==> config.mk <==
export PLATFORM = sky130hd
export DESIGN_NAME = egg_scheduler
export DESIGN_NICKNAME = d
export VERILOG_FILES = /design/src/rtl/egg_pkg.sv /design/src/rtl/egg_lfsr.sv /design/src/rtl/egg_scheduler.sv
export SDC_FILE = /design/constraint.sdc
export NUM_CORES = 1
export LEC_CHECK = 0
export CORE_MARGIN = 3
export CORE_UTILIZATION = 48
export CTS_CLUSTER_SIZE = 16
export DETAILED_ROUTE_END_ITERATION = 8
export GPL_ROUTABILITY_DRIVEN = 0
export HOLD_SLACK_MARGIN = 0.15
export PLACE_DENSITY = 0.76
export SKIP_LAST_GASP = 1
export SLEW_MARGIN = 20
export SYNTH_ARGS = -nofsm -noshare
export SYNTH_HDL_FRONTEND = slang
export SYNTH_SLANG_ARGS = --single-unit
export TNS_END_PERCENT = 50
==> constraint.sdc <==
create_clock -name clk -period 2 [get_ports clk]
set_input_delay 0.3 -clock clk [delete_from_list [all_inputs] [get_ports clk]]
set_output_delay 0.3 -clock clk [all_outputs]
set_load 0.01 [all_outputs]
==> src/rtl/egg_pkg.sv <==
// rtl/egg_pkg.sv - shared state, color and LFSR definitions for the egg game
package egg_pkg;

  typedef enum logic [2:0] {
    ST_IDLE  = 3'd0,
    ST_SPAWN = 3'd1,
    ST_WAIT  = 3'd2,
    ST_SHOW  = 3'd3,
    ST_OVER  = 3'd4
  } egg_state_e;

  localparam logic [1:0] COLOR_NONE = 2'b00;
  localparam logic [1:0] COLOR_HIT  = 2'b01;
  localparam logic [1:0] COLOR_MISS = 2'b10;
  localparam logic [1:0] COLOR_OVER = 2'b11;

  // Taps 16,14,13,11 expressed on bit indices 15,13,12,10
  localparam logic [15:0] LFSR_TAPS = 16'hB400;

  function automatic logic [15:0] one_hot16(input logic [3:0] idx);
    return 16'h0001 << idx;
  endfunction

endpackage

==> src/rtl/egg_lfsr.sv <==
// rtl/egg_lfsr.sv - free-running 16-bit Fibonacci LFSR used to pick egg positions
module egg_lfsr (
  input  logic        clk,
  input  logic        rst,
  input  logic [15:0] seed,
  output logic [15:0] q
);
  import egg_pkg::*;

  logic [15:0] q_q;
  logic [15:0] q_d;

  // Shift left, feeding the XOR of the tapped bits into bit 0
  always_comb begin
    q_d = {q_q[14:0], ^(q_q & LFSR_TAPS)};
  end

  // State register, reloaded with the seed on reset
  always_ff @(posedge clk) begin
    if (!rst) q_q <= seed;
    else      q_q <= q_d;
  end

  assign q = q_q;

endmodule

==> src/rtl/egg_scheduler.sv <==
// rtl/egg_scheduler.sv - whack-an-egg game scheduler: spawns eggs, scores keys, runs the game clock
module egg_scheduler #(
  parameter int          GAME_SECS  = 60,
  parameter int          HOLD_TICKS = 2,
  parameter logic [15:0] SEED       = 16'hACE1
) (
  input  logic        clk,
  input  logic        rst,
  input  logic        tick,
  input  logic        sure,
  input  logic        key_valid,
  input  logic [3:0]  key_code,
  output logic [15:0] position,
  output logic [5:0]  cnttime,
  output logic [4:0]  score,
  output logic [1:0]  color,
  output logic        correct,
  output logic        remake
);
  import egg_pkg::*;

  localparam logic [5:0] GAME_INIT = 6'(GAME_SECS);
  localparam logic [3:0] LIFE_INIT = 4'(HOLD_TICKS);

  egg_state_e  state_q, state_d;
  logic        sure_q, sure_d;
  logic [3:0]  idx_q, idx_d;
  logic [3:0]  life_q, life_d;
  logic [15:0] position_q, position_d;
  logic [5:0]  cnttime_q, cnttime_d;
  logic [4:0]  score_q, score_d;
  logic [1:0]  color_q, color_d;
  logic        correct_q, correct_d;
  logic        remake_q, remake_d;

  logic [15:0] lfsr;
  logic        unused_lfsr_hi;
  logic        start;
  logic        active;
  logic        time_up;
  logic        hit;
  logic [3:0]  spawn_idx;

  egg_lfsr u_lfsr (
    .clk  (clk),
    .rst  (rst),
    .seed (SEED),
    .q    (lfsr)
  );

  assign unused_lfsr_hi = ^lfsr[15:4];

  // Shared event decode: start edge, game-clock expiry, hit, and the non-repeating spawn index
  always_comb begin
    start     = sure & ~sure_q;
    active    = (state_q == ST_SPAWN) || (state_q == ST_WAIT) || (state_q == ST_SHOW);
    time_up   = active && tick && (cnttime_q == 6'd1);
    hit       = (state_q == ST_WAIT) && key_valid && (key_code == idx_q);
    spawn_idx = (lfsr[3:0] == idx_q) ? lfsr[3:0] + 4'd1 : lfsr[3:0];
  end

  // Next-state logic; running out of game time overrides every other transition
  always_comb begin
    state_d = state_q;
    case (state_q)
      ST_IDLE, ST_OVER: if (start) state_d = ST_SPAWN;
      ST_SPAWN:         state_d = ST_WAIT;
      ST_WAIT: begin
        if (key_valid)                        state_d = ST_SHOW;
        else if (tick && (life_q == 4'd1))    state_d = ST_SHOW;
      end
      ST_SHOW:          if (tick) state_d = ST_SPAWN;
      default:          state_d = ST_IDLE;
    endcase
    if (time_up) state_d = ST_OVER;
  end

  // Output and datapath updates; a key press in WAIT takes priority over the egg lifetime tick
  always_comb begin
    sure_d     = sure;
    idx_d      = idx_q;
    life_d     = life_q;
    position_d = position_q;
    cnttime_d  = cnttime_q;
    score_d    = score_q;
    color_d    = color_q;
    correct_d  = 1'b0;
    remake_d   = 1'b0;
    case (state_q)
      ST_IDLE, ST_OVER: begin
        if (start) begin
          cnttime_d  = GAME_INIT;
          score_d    = 5'd0;
          color_d    = COLOR_NONE;
          position_d = 16'd0;
          remake_d   = 1'b1;
        end
      end
      ST_SPAWN: begin
        idx_d      = spawn_idx;
        position_d = one_hot16(spawn_idx);
        life_d     = LIFE_INIT;
      end
      ST_WAIT: begin
        if (key_valid) begin
          if (hit) begin
            correct_d = 1'b1;
            score_d   = (score_q == 5'd31) ? 5'd31 : score_q + 5'd1;
            color_d   = COLOR_HIT;
          end else begin
            color_d   = COLOR_MISS;
          end
        end else if (tick) begin
          life_d = life_q - 4'd1;
          if (life_q == 4'd1) color_d = COLOR_MISS;
        end
      end
      ST_SHOW: begin
        if (tick) begin
          color_d    = COLOR_NONE;
          position_d = 16'd0;
        end
      end
      default: ;
    endcase
    if (active && tick) cnttime_d = cnttime_q - 6'd1;
    if (time_up) begin
      position_d = 16'd0;
      color_d    = COLOR_OVER;
    end
  end

  // State register
  always_ff @(posedge clk) begin
    if (!rst) state_q <= ST_IDLE;
    else      state_q <= state_d;
  end

  // Datapath and output registers
  always_ff @(posedge clk) begin
    if (!rst) begin
      sure_q     <= 1'b0;
      idx_q      <= 4'd0;
      life_q     <= 4'd0;
      position_q <= 16'd0;
      cnttime_q  <= 6'd0;
      score_q    <= 5'd0;
      color_q    <= COLOR_NONE;
      correct_q  <= 1'b0;
      remake_q   <= 1'b0;
    end else begin
      sure_q     <= sure_d;
      idx_q      <= idx_d;
      life_q     <= life_d;
      position_q <= position_d;
      cnttime_q  <= cnttime_d;
      score_q    <= score_d;
      color_q    <= color_d;
      correct_q  <= correct_d;
      remake_q   <= remake_d;
    end
  end

  assign position = position_q;
  assign cnttime  = cnttime_q;
  assign score    = score_q;
  assign color    = color_q;
  assign correct  = correct_q;
  assign remake   = remake_q;

endmodule

==> results.toml <==
[clocking]
cts_setup_buffers = 0
cts_tree = "built"
cts_root_buf = "clkbuf_8"
cts.clk_slew.worst_paths_ns = 0.07
clockBufferDepth = 2
cts_buffers = 9
clk_latency_ns = 0.34
htreeDepth = 3
clock_sinks = 59
holdBufCountCts = 0

[routing]
vias_per_cell = 5.338
routed_wl_um = 5348
detail-route-antenna-nets = 0
vias = 2135
wl_per_cell_um = 13.37
drt_iter0_markers = 91
route.detailed.drc = 0
dr.pass1.iters = 4

[setup_path]
end_kind = "flip-flop"
crit_arrival_ns = 2.19
cp_max_fo = 8
critical_path.slowest_cell = "or3b_2"
crit_family = "simple AND/OR/NAND/NOR gates"
cp-start-kind = "flip-flop"
path_buf_inv = 2
critical_path_required_ns = 2.26
path_class = "flip-flop to flip-flop"
cp_slowest_stage_delay_ns = 0.44
reg2reg_setup_slack_ns = 0.07
path_common_cell = "buf_4"
crit_path_cell_trace = "xor2_1 > nor4_2 > buf_4 > buf_4 > or3b_2 > a21o_1 > o31ai_1"

[logic_synthesis]
ys_top_cells_by_area = "dfxtp_1 47%, o31ai_1 4.8%, nand3_1 4.2%, xor2_1 3.8%, a21oi_1 3.4%"
synth_top_cell_by_area = "dfxtp_1"
synth_area_um2 = 2510
yosysSeqAreaShare = 0.4706
synth_commonest_cells = "59 x dfxtp_1, 21 x nand3_1, 17 x a21oi_1"
synth_edf_count = 0
synth_cell_type_count = 44
synth_top_area_frac = 0.4706
synth-warning-count = 0
postSynthAreaPerCell_um2 = 9.471
synthFlopType = "dfxtp_1"
synthMostInstantiatedCell = "dfxtp_1"
syn-instance-count = 265
syn_nets = 280
synthArstFlopShare = 0
synth-seq-cells = 59

[finish]
area_growth_pct = 34.05
drive_above_1_share = 0.1712
nFillCells = 411
nets = 343
num_antenna_cells = 0

[power_and_ir_drop]
power_frac_clock = 0.360
p_sw_mw = 0.8050
comb_power_share = 0.195
power_density_nw_per_um2 = 873.2
swShare = 0.2740
p_seq_frac = 0.445
p_leak_nw = 1.299
p_int_mw = 2.133
ir_drop_mv = 0.5841

[place]
pre_cts_ws_ns = -0.07124
numPortBuffers = 39
dpl.hpwl_um = 3777

[global_routing]
grt_pass1_vias = 1989
grt_max_degree = 21
overflow = 0
grtUsageTotal = 0.1904
grt_pass1_wl_um = 9259
antenna_found_initial = 0

[sta]
relSlewSlack = 0.6709
period_needed_ns = 1.928
fmax_mhz = 518.8
slew_viol_final = 0
fin_ws_ns = 0.07240
setup_viol = 0
skew_ns = 0.01116
rsz0062_at_grt = "yes"
hold_viol_final = 0
fin_crit_sh = 0.9638
tightest_slew_ns = 0.4812
hold_ws_ns = 0.4106

[status]
run_status = "finished, final reports clean"

[die]
design.die.area_um2 = 6132
die_w_um = 78.31
coreArea_um2 = 4880
io_pins = 40
num_rows = 25
start_util = 0.5144
die_y_um = 78.31

[min_path]
hp-class = "flip-flop to flip-flop"

[job]
cap_violations = 0
==> per-stage QoR <==
step	instances	setup TNS [ns]	power (mW)	util	cell area [µm²]
2_1_floorplan	265	0	1.674	-	2510
3_3_place_gp	384	-0.5137	1.878	0.6397	3122
3_5_place_dp	384	-0.7082	1.885	0.6397	3122
4_1_cts	400	-0.01642	2.942	0.6803	3319
5_1_grt	400	-1.300	3.073	0.6895	3364
6_report	400	0	2.938	0.6895	3364
==> kinds of logic after synthesis <==
group / share of synthesized area
fa+ha+maj: 0.02991
mux: 0.02393
simple gates: 0.2159
xor+xnor: 0.06630
flops: 0.4706
buf+inv: 0.03938
compound gates: 0.1540
==> power groups by stage <==
stage | sequential, mW | combinational (mW) | clock [mW]
after floorplan | 1.34 | 0.336 | 0
after global placement | 1.33 | 0.546 | 0
after detailed placement | 1.33 | 0.551 | 0
after CTS | 1.31 | 0.556 | 1.08
after global routing | 1.32 | 0.637 | 1.12
final | 1.31 | 0.573 | 1.06
==> area by class of cell <==
type | count | area [µm²] | share of cell area
Tap cell | 67 | 83.83 | 0.02492
Clock buffer | 11 | 141.4 | 0.04202
Clock inverter | 5 | 52.55 | 0.01562
Multi-Input combinational cell | 183 | 1274 | 0.3786
Timing Repair Buffer | 66 | 596.8 | 0.1774
Inverter | 9 | 33.78 | 0.01004
Sequential cell | 59 | 1182 | 0.3514
==> worst register-to-register path: cells and delay by family (launching register included) <==
family	cells	cell delay, ns
flip-flops	1	0.38
XOR/XNOR	1	0.20
buffers and inverters	2	0.30
AND/OR/NAND/NOR	2	0.52
AO/OA/AOI/OAI	2	0.46
==> final timing paths <==
check / depth (start not counted) / endpoint / from
max: 7 / position[5] / idx_q[3]
min: 1 / u_lfsr.q[15] / u_lfsr.q[14]
max reg2reg: 7 / position[5] / idx_q[3]
min reg2reg: 1 / u_lfsr.q[15] / u_lfsr.q[14]
==> registers in the layout, summed over array words and instances, names as in the netlist <==
signal and count:
idx_q 4, correct 1, score 5, sure_q 1
position 16, color 2, u_lfsr.q 16, cnttime 6
remake 1, state_q 3, life_q 4
==> cell usage in the layout, fill, tap and decap left out, types with 2 or more instances in the layout <==
cell type and count:
o21ai_0 3, dfxtp_1 58, nor3b_1 2, a31o_2 2
nor2_1 12, xnor2_1 7, nand2b_1 11, a211oi_1 5
inv_1 8, mux2i_1 4, o31ai_2 3, or3_1 6
ha_1 6, a21o_1 2, nor2b_1 2, o31ai_1 13
a21oi_1 17, and3_1 4, nand4_1 2, and2_1 11
buf_4 26, mux2i_2 2, xor2_1 10, a31oi_1 4
clkdlybuf4s50_1 39, nor4b_1 3, clkinv_2 3, nand2_1 10
nor3_1 3, nand3_1 21, nand3b_1 2, clkbuf_8 10
==> timing repair <==
item,in CTS,in global routing
pin swaps,0,1
endpoints found under the setup margin,11,18
gates resized for setup,1,9
==> routing by layer <==
metal  GRT usage  wire length (µm)
met1      0.2596              2648
met5           0                 0
met4      0.1136               121
met3     0.04472               221
met2      0.2731              2357
(Power assumes the default switching activity.)
==> RTL change, RTL diff (config.mk and constraints unchanged) <==
Make the reset (`rst`) asynchronous in 2 clocked blocks.
--- a/src/rtl/egg_scheduler.sv
+++ b/src/rtl/egg_scheduler.sv
@@ -131,13 +131,13 @@
   end
 
   // State register
-  always_ff @(posedge clk) begin
+  always_ff @(posedge clk or negedge rst) begin
     if (!rst) state_q <= ST_IDLE;
     else      state_q <= state_d;
   end
 
   // Datapath and output registers
-  always_ff @(posedge clk) begin
+  always_ff @(posedge clk or negedge rst) begin
     if (!rst) begin
       sure_q     <= 1'b0;
       idx_q      <= 4'd0;
Behaviour: differs if rst is asserted again (counterexample within 4 cycles, from zero or initial values and one cycle with rst low); with rst held inactive, the same outputs for 10 cycles.
==> RTL change against the unedited design <==
Die area up 11%. Synthesized area rose by 11%. Design area rose by 7.1%. Setup slack worse by 48 ps. Sequential share of layout area increased by 3.7 points. Final cell count rose by 1.3%. Sequential cell count is the same. First-iteration DRC count shrank 25%. Wire length increased by 8.9%. Via count up 2.1%.
Power is not compared: it rests on default switching activity, and its combinational part moved more than twofold at a synthesized area within 25%.
==> RTL change: results (changes against the unedited design) <==
- Status: finished clean (unchanged)
- CTS HTree Levels: 3 (unchanged)
- Post-synth top cells: 43 x dfrtp_1, 17 x nor2_1, 16 x dfxtp_1 (was 59 x dfxtp_1, 21 x nand3_1, 17 x a21oi_1)
- Worst Hold Slack: 410 ps (was 411 ps)
- Max FO, Critical Path: 4 (was 8)
- Mapped Nets: 277 (was 280)
- FFs w/ async S/R, synth: 72.9% (was 0%)
- Maximum VDD drop: 0.765 mV
- Initial antenna violation count: 0 (unchanged)
- Ys flop type: dfrtp_1 (was dfxtp_1)
- Total Routing Usage GR: 19.1% (was 19.0%)
- Clock Latency Late Sink: 330 ps
- Synth area leaders: dfrtp_1 38%, dfxtp_1 11%, a22o_1 3.8% (was dfxtp_1 47%, o31ai_1 4.8%, nand3_1 4.2%)
- Layout cells sized above 1: 19.2% (was 17.1%)
- First-pass GRT wire length: 9750 um (was 9260 um)
- DPL Wire Length: 4390 um (was 3780 um)
- Post-CTS Setup Inserts: 0 (unchanged)
- PortBufs: 39 (unchanged)
- Vias in the first global route: 2102 (was 1989)
- Via/cell ratio: 5.38 (was 5.34)
- Detailed Routing Iterations Pass 1: 4 (unchanged)
- # DRC: 0 (unchanged)
- Final net count: 343 (unchanged)
- Post-synthesis sequential area ratio: 49.9% (was 47.1%)
- R2r setup slk: 20 ps (was 70 ps)
- Initial DRC Count: 68 (was 91)
- Largest net degree at the start of global routing: 35 (was 21)
- Slew @ Worst Pin: 589 ps (was 481 ps)
- Average detailed-routed wire length per instance: 14.4 um (was 13.4 um)
- Clk slew on worst S/H paths: 60 ps
- Fillers: 480 (was 411)
- Fin. max-slew vios: 0 (unchanged)
- Yosys warns: 0 (unchanged)
- Synth unique cells: 60 (was 44)
- Fin Clk Skew: 8.63 ps (was 11.2 ps)
- Bufs on Longest Clock Path: 2 (unchanged)
## RTL change: cell types whose count changed after synthesis, moves of 8 or more
| cell | delta |
|---|---|
| a21oi_1 | -12 |
| o21ai_0 | +11 |
| dfrtp_1 | +43 |
| clkbuf_1 | -8 |
| dfxtp_1 | -43 |
| nand3_1 | -14 |
| o31ai_1 | -13 |
| a22o_1 | +12 |
## RTL change: timing repair
item                                    in CTS  in global routing
hold buffers                                 1                  0
gates resized for setup                      3                  7
endpoints found under the setup margin       5                 17
pin swaps                                    1                  0
endpoints found under the hold margin       16                  0
## RTL change: routing by layer
metal | GRT usage [%] | vias to the layer above | part of all wire (%)
met1 | 25.0 | 1068 | 47
met2 | 30.7 | 29 | 49
met3 | 3.58 | 7 | 3.0
li1 | - | 1075 | -
met5 | 0 | - | 0
met4 | 8.47 | 0 | 1.3
## RTL change: path summary, 6_finish.rpt
path,cells after the start,start,to
worst max-delay path,7,cnttime[1],position[3]
max in group asynchronous,3,rst,state_q[1]
worst max register to register,7,cnttime[1],position[3]
worst min register to register,1,u_lfsr.q[4],u_lfsr.q[5]
min in group asynchronous,2,rst,position[12]
worst min-delay path,1,u_lfsr.q[4],u_lfsr.q[5]
## RTL change: critical path: stages, from the launching register on
cell and delay, ps:
dfrtp_1 360, inv_1 60, ha_1 200, nor3b_2 170
and4b_2 270, nor4_4 310, or3b_4 430, o21ai_2 120
## RTL change: cell families after synthesis
group,after synthesis,share of synthesized area (%)
AND/OR/NAND/NOR,92,20.3
AO/OA/AOI/OAI,65,16.8
flip-flops,59,49.9
buffers and inverters,23,4.29
XOR/XNOR,14,4.92
adder cells (fa/ha/maj),6,2.68
multiplexers,3,1.07
## RTL change: power breakdown
part           switching [mW]  internal (mW)
sequential              0.323           1.45
combinational           0.911          0.944
clock                   0.434          0.478
total                    1.67           2.87
## RTL change: per-stage QoR
| step | area (sq um) | setup WS [ps] | setup TNS, ps | util, % | instances |
|---|---|---|---|---|---|
| after CTS | 3580 | 21.5 | 0 | 64.3 | 405 |
| after detailed placement | 3400 | -164 | -2080 | 61.0 | 388 |
| final | 3600 | 24.6 | 0 | 64.6 | 405 |
| after global routing | 3600 | -40.8 | -165 | 64.6 | 405 |
| after floorplan | 2800 | 16.1 | 0 | - | 262 |
| after global placement | 3400 | -99.1 | -1030 | 61.0 | 388 |
## RTL change: area by class of cell
| cell class | count | area, sq um | share of cell area [%] |
|---|---|---|---|
| multi-input cells | 180 | 1310 | 36.2 |
| clock inverters | 3 | 15.0 | 0.417 |
| flip-flops and latches | 59 | 1400 | 38.9 |
| repair buffers | 68 | 606 | 16.8 |
| inverters | 10 | 37.5 | 1.04 |
| clock buffers | 13 | 149 | 4.13 |
| well taps | 72 | 90.1 | 2.50 |
